<file path="src/rtl/dpram_arb.sv">
// Two-requester arbiter in front of a simple dual-port RAM.
// Writes go to port A, reads to port B; each port is arbitrated on its own
// with a round-robin priority bit, so one read and one write from different
// requesters can both be granted in the same cycle. Grants are combinational.
// Read data comes straight from the RAM, which has a 1-cycle registered read.
module dpram_arb #(
    parameter int AW = 10,
    parameter int DW = 16
) (
    input  logic          clk,
    input  logic          rst,

    input  logic          r0_req,
    input  logic          r0_we,
    input  logic [AW-1:0] r0_addr,
    input  logic [DW-1:0] r0_wdata,
    output logic          r0_gnt,
    output logic          r0_rvalid,
    output logic [DW-1:0] r0_rdata,

    input  logic          r1_req,
    input  logic          r1_we,
    input  logic [AW-1:0] r1_addr,
    input  logic [DW-1:0] r1_wdata,
    output logic          r1_gnt,
    output logic          r1_rvalid,
    output logic [DW-1:0] r1_rdata,

    output logic          ram_wea,
    output logic [AW-1:0] ram_addra,
    output logic [DW-1:0] ram_dina,
    output logic [AW-1:0] ram_addrb,
    input  logic [DW-1:0] ram_doutb
);

    // Round-robin state: index of the requester favoured on the next conflict.
    logic          wr_pri;
    logic          rd_pri;
    // One bit per requester: a read was granted last cycle.
    logic [1:0]    rvalid_q;
    // Last granted read address; port B holds it between grants.
    logic [AW-1:0] addrb_q;

    logic [1:0]    wr_req;
    logic [1:0]    rd_req;
    logic [1:0]    wr_gnt;
    logic [1:0]    rd_gnt;

    assign wr_req = {r1_req &  r1_we, r0_req &  r0_we};
    assign rd_req = {r1_req & ~r1_we, r0_req & ~r0_we};

    // Write-port arbitration: sole requester wins, wr_pri breaks ties.
    always_comb begin
        wr_gnt = 2'b00;
        if (!rst) begin
            unique case (wr_req)
                2'b01:   wr_gnt = 2'b01;
                2'b10:   wr_gnt = 2'b10;
                2'b11:   wr_gnt = wr_pri ? 2'b10 : 2'b01;
                default: wr_gnt = 2'b00;
            endcase
        end
    end

    // Read-port arbitration: sole requester wins, rd_pri breaks ties.
    always_comb begin
        rd_gnt = 2'b00;
        if (!rst) begin
            unique case (rd_req)
                2'b01:   rd_gnt = 2'b01;
                2'b10:   rd_gnt = 2'b10;
                2'b11:   rd_gnt = rd_pri ? 2'b10 : 2'b01;
                default: rd_gnt = 2'b00;
            endcase
        end
    end

    // A requester issues either a read or a write, so at most one grant bit is set per side.
    assign r0_gnt = wr_gnt[0] | rd_gnt[0];
    assign r1_gnt = wr_gnt[1] | rd_gnt[1];

    // Port A mux: driven only during a write grant, zero otherwise.
    always_comb begin
        ram_wea   = 1'b0;
        ram_addra = '0;
        ram_dina  = '0;
        if (wr_gnt[0]) begin
            ram_wea   = 1'b1;
            ram_addra = r0_addr;
            ram_dina  = r0_wdata;
        end else if (wr_gnt[1]) begin
            ram_wea   = 1'b1;
            ram_addra = r1_addr;
            ram_dina  = r1_wdata;
        end
    end

    // Port B mux: new address on a read grant, otherwise hold the last one.
    always_comb begin
        ram_addrb = addrb_q;
        if (rd_gnt[0])
            ram_addrb = r0_addr;
        else if (rd_gnt[1])
            ram_addrb = r1_addr;
    end

    // Priority, read-valid pipeline and held port-B address.
    always_ff @(posedge clk) begin
        if (rst) begin
            wr_pri   <= 1'b0;
            rd_pri   <= 1'b0;
            rvalid_q <= 2'b00;
            addrb_q  <= '0;
        end else begin
            // After a grant the loser (the other index) is favoured next time.
            if (|wr_gnt) wr_pri <= wr_gnt[0];
            if (|rd_gnt) rd_pri <= rd_gnt[0];
            rvalid_q <= rd_gnt;
            addrb_q  <= ram_addrb;
        end
    end

    // Masking with rst drops a read granted just before reset asserted.
    assign r0_rvalid = rvalid_q[0] & ~rst;
    assign r1_rvalid = rvalid_q[1] & ~rst;
    assign r0_rdata  = ram_doutb;
    assign r1_rdata  = ram_doutb;

endmodule

</file>
<file path="config.mk">
export PLATFORM = sky130hd
export DESIGN_NAME = dpram_arb
export DESIGN_NICKNAME = d
export VERILOG_FILES = /design/src/rtl/dpram_arb.sv
export SDC_FILE = /design/constraint.sdc
export NUM_CORES = 1
export LEC_CHECK = 0
export BUFFER_PORTS_ARGS = -buffer_cell sky130_fd_sc_hd__buf_2
export CORE_ASPECT_RATIO = 1.75
export CORE_MARGIN = 2
export CORE_UTILIZATION = 37
export DETAILED_ROUTE_END_ITERATION = 10
export PLACE_DENSITY_LB_ADDON = 0.3
export SETUP_SLACK_MARGIN = 0.02
export SLEW_MARGIN = 10
export SYNTH_ARGS = -nofsm -noshare
export SYNTH_HDL_FRONTEND = slang
export SYNTH_SLANG_ARGS = --single-unit
</file>
<file path="constraint.sdc">
create_clock -name clk -period 3.7 [get_ports clk]
set_input_delay 0.185 -clock clk [delete_from_list [all_inputs] [get_ports clk]]
set_output_delay 0.185 -clock clk [all_outputs]
set_load 0.02 [all_outputs]
</file>
; Word level (Yosys, flattened, before mapping)
; Cells that the tools add are included.
[totals]
ff_bits = 14
in_bits = 74
out_inout_bits = 73
word_cells = 37
[op_classes]
n_eq_ne = 6
muxes = 14
bitwise_logic = 11
reduce_logical = 2
[op_table]
columns = operator, count
row1 = 10-bit 2-to-1 mux, 4
row2 = 16-bit 2-to-1 mux, 2
row3 = 2-bit case mux with 3 select lines, 2
row4 = "2-bit == test, second input constant", 4
row5 = 2-bit 2-to-1 mux, 4
row6 = 1-bit bitwise AND, 6
row7 = "2-bit by 1-bit == test with 1-bit output, second input constant", 2
row8 = 2-bit OR reduction, 2
row9 = 1-bit inverter, 3
row10 = 1-bit 2-to-1 mux, 2
row11 = 1-bit OR, 2

; Longest topological paths before layout
[logic_depth]
depth_word = 7
mapped_depth = 5
depth_no_buf = 4

; Worst setup path before layout
; No wires, ideal clock.
[synth_timing]
path_type = input to output
from = input port rst
to = output port ram_addrb[0]
t_arrival_ns = 1.477
required_ns = 3.515
slack_ns = 2.038
stages = 4
path_buffers = 1
cell_sequence = or3b_4 > buf_6 > or3b_1 > a31oi_1
[synth_via]
elab_chain_cells = 3
[synth_lines]
columns = item, line_no
row1 = "start, declared", 11  ; input logic rst,
row2 = 2-bit 2-to-1 mux (*), 68  ; if (!rst) begin
row3 = 10-bit 2-to-1 mux, 103  ; else if (rd_gnt[1])
row4 = 10-bit 2-to-1 mux (*), 101  ; if (rd_gnt[0])
row5 = "end, declared", 32  ; output logic [AW-1:0] ram_addrb,
; Every way passes the cells marked *; elsewhere a longest branch is shown, timed or not.

; Worst setup path after layout
[layout_timing]
from = register rd_pri
to = output port ram_addrb[6]
[layout_via]
elab_chain_cells = 5
[layout_lines]
columns = item, line_no
row1 = "start, declared", 38  ; logic rd_pri;
row2 = "start signal, assigned", 117  ; if (|rd_gnt) rd_pri <= rd_gnt[0];
row3 = 2-bit 2-to-1 mux (*), 72  ; 2'b11: rd_gnt = rd_pri ? 2'b10 : 2'b01;
row4 = 2-bit case mux with 3 select lines (*), 69  ; unique case (rd_req)
row5 = 2-bit 2-to-1 mux (*), 68
row6 = 10-bit 2-to-1 mux, 103
row7 = 10-bit 2-to-1 mux (*), 101
; Marked as above.

==> impl_metrics.env <==
export IMPL_fmax_mhz=440.0
export IMPL_hpwl_um=3164
export IMPL_rr_startpoint="rd_pri"
export IMPL_combinationalPowerShare_pct=36.4
export IMPL_p_switching_mw=0.1524
export IMPL_p_seq_share_pct=36.0
export IMPL_grt_pass1_wl_um=6113
export IMPL_gp_congestion=0.7666
export IMPL_leakage_nw=0.8087
export IMPL_relSlewSlack_pct=22.95
export IMPL_drive_above_1_share_pct=49.76
export IMPL_ant_nets=0
export IMPL_internal_power_mw=0.3009
export IMPL_final_area_um2=1593
export IMPL_wl_per_cell_um=15.74
export IMPL_fin_nets=287
export IMPL_root_buffer="clkbuf_8"
export IMPL_final_cell_mix="98 x buf_2, 26 x a22o_1, 14 x dfxtp_1, 11 x or3b_1"
export IMPL_yosys_warnings=0
export IMPL_r2r_end="addrb_q[3]"
export IMPL_drt_drc_violations_left=0
export IMPL_track_usage_pct=19.67
export IMPL_hold_path_class="in -> reg"
export IMPL_antenna_found_initial=0
export IMPL_min_delay_start="r1_req"
export IMPL_period_needed_ps=2273
export IMPL_grt_start_max_net_pins=30
export IMPL_h_tree_depth=1
export IMPL_overflow=0
export IMPL_dpl_cell_area_um2=1551
export IMPL_wirelength_um=4029
export IMPL_worst_hold_path_endpoint="rd_pri"
export IMPL_initial_core_util_pct=38.32
export IMPL_worst_slew_pin_slew_ps=1156
export IMPL_setup_viol=0
export IMPL_p_sw_share_pct=33.63
export IMPL_status="complete, no violations"
export IMPL_syn_area_um2=1289
export IMPL_worst_slack_ps=1427
export IMPL_worstPathRequired_ps=3510
export IMPL_numCtsBuffers=3
export IMPL_pre_cts_ws_ps=1566
export IMPL_cts_sinks=14
export IMPL_final_common_cell="buf_2"
export IMPL_ios=147
export IMPL_die_h_um=82.08
export IMPL_pwr_share_clk_pct=27.6
export IMPL_seq_area_frac_synth_pct=21.75
export IMPL_r2r_slack_ps=1850
export IMPL_cts_tree="yes"
export IMPL_synthDistinctLibCells=23
export IMPL_skew_ps=1.911
export IMPL_netlist_instances=156
export IMPL_first_pass_iters=4
export IMPL_die_width_um=48.62
export IMPL_vias_per_cell=5.602
export IMPL_power_density_nw_per_um2=284.6
export IMPL_finalCritPeriodShare_pct=61.43
export IMPL_tns_ps=0
export IMPL_syn_avg_cell_area_um2=8.261
export IMPL_slew_viol_final=0
export IMPL_irDropWorstVdd_mv=0.1302
export IMPL_clock_latency_ps=240
export IMPL_min_path_cells=3
export IMPL_rows=28
export IMPL_clkTransAtPathRegs_ps=60
export IMPL_startpoint_type="register"
export IMPL_coreArea_um2=3363
export IMPL_cp_data_arrival_time_ps=2090
export IMPL_ys_seq_elements=14
export IMPL_hold_viol_final=0
export IMPL_rr_worst_depth=3
export IMPL_grt_pass1_vias=1273
export IMPL_cts_buffer_depth=2
export IMPL_holdWs_ps=289.2
export IMPL_drv_cap=0
export IMPL_syn_num_nets=230
export IMPL_worst_setup_path_type="reg -> out"
export IMPL_vias=1434
export IMPL_post_cts_setup_buffers=0
export IMPL_drt_iter0_markers=18
export IMPL_io_buffers=98
export IMPL_crit_fanout=21
export IMPL_syn_to_final_growth_pct=23.59
export IMPL_antenna_cells=0
export IMPL_die_area_um2=3990
export IMPL_crit_path_end_kind="primary output"
export IMPL_ctsHoldBuffers=0
export IMPL_postCtsResizedCells=0
export IMPL_rsz0062_at_grt="false"
==> cells by family (layout without fill, tap and decap cells) <==
group / count (synthesis) / after routing / synth area share (%)
simple gates: 33 / 33 / 17.48
compound gates: 60 / 60 / 36.60
buf+inv: 49 / 104 / 24.17
flops: 14 / 14 / 21.75
==> how the worst max path moves through the flow <==
stage	start	to	slack (ps)	cells after the start
2_1_floorplan	rst	ram_addrb[0]	2040	4
3_3_place_gp	rst	ram_addrb[8]	1580	5
3_5_place_dp	rst	ram_addrb[8]	1570	5
4_1_cts	rd_pri	ram_addrb[6]	1410	4
5_1_grt	rd_pri	ram_addrb[6]	1230	4
6_report	rd_pri	ram_addrb[6]	1430	4
==> cell type report <==
type	instances	area, um2
Sequential cell	14	280.3
Multi-Input combinational cell	93	713.2
Clock buffer	3	41.29
Tap cell	45	56.30
Fill cell	364	1770
Timing Repair Buffer	98	490.5
Inverter	3	11.26
==> cells in the mapped netlist <==
| cell type | instances | area share [%] |
|---|---|---|
| and3b_1 | 1 | 0.68 |
| or3b_4 | 1 | 0.87 |
| a31o_1 | 2 | 1.4 |
| nor3b_1 | 1 | 0.58 |
| o2111a_1 | 1 | 0.87 |
| a311oi_2 | 1 | 1.2 |
| a311oi_1 | 10 | 6.8 |
| a22o_1 | 26 | 18 |
| inv_1 | 2 | 0.58 |
| buf_6 | 1 | 0.87 |
| clkbuf_1 | 13 | 3.8 |
| or3b_1 | 11 | 7.5 |
| nor2b_1 | 2 | 0.97 |
| a31oi_1 | 10 | 4.9 |
| nand2b_1 | 2 | 0.97 |
| buf_4 | 32 | 19 |
| dfxtp_1 | 14 | 22 |
| or2_1 | 3 | 1.5 |
| nor3_1 | 10 | 3.9 |
| inv_2 | 1 | 0.29 |
| nor2_1 | 1 | 0.29 |
| nand2_1 | 1 | 0.29 |
| o21ai_1 | 10 | 3.9 |
==> power groups by stage <==
stage | Sequential (mW) | Combinational [mW] | Clock, mW
floorplan | 0.166 | 0.147 | 0
global placement | 0.166 | 0.165 | 0
detailed placement | 0.166 | 0.166 | 0
CTS | 0.163 | 0.166 | 0.127
global route | 0.164 | 0.179 | 0.134
finish | 0.163 | 0.165 | 0.125
==> flip-flops by register name, summed over array words and instances, names as in the netlist <==
signal    count
addrb_q      10
rd_pri        1
rvalid_q      2
wr_pri        1
==> per-layer routing <==
metal | GRT usage, % | up-vias | routed length [um]
met5 | 0 | - | 0
met4 | 7.143 | 0 | 58
met3 | 6.909 | 10 | 514
met2 | 37.26 | 107 | 2099
met1 | 19.65 | 635 | 1356
li1 | - | 682 | -
==> critical path: stages, from the launching register on <==
cell and delay, ps:
dfxtp_1 330, nor3b_2 880, o21ai_1 230, a31oi_1 220
buf_2 190
==> per-stage QoR <==
| stage | instances | util [%] | power [mW] |
|---|---|---|---|
| 2_1_floorplan | 156 | - | 0.3127 |
| 3_3_place_gp | 253 | 46.13 | 0.3314 |
| 3_5_place_dp | 253 | 46.13 | 0.3321 |
| 4_1_cts | 256 | 47.36 | 0.4563 |
| 5_1_grt | 256 | 47.36 | 0.4778 |
| 6_report | 256 | 47.36 | 0.4533 |
Power figures use the tool's default switching activity.
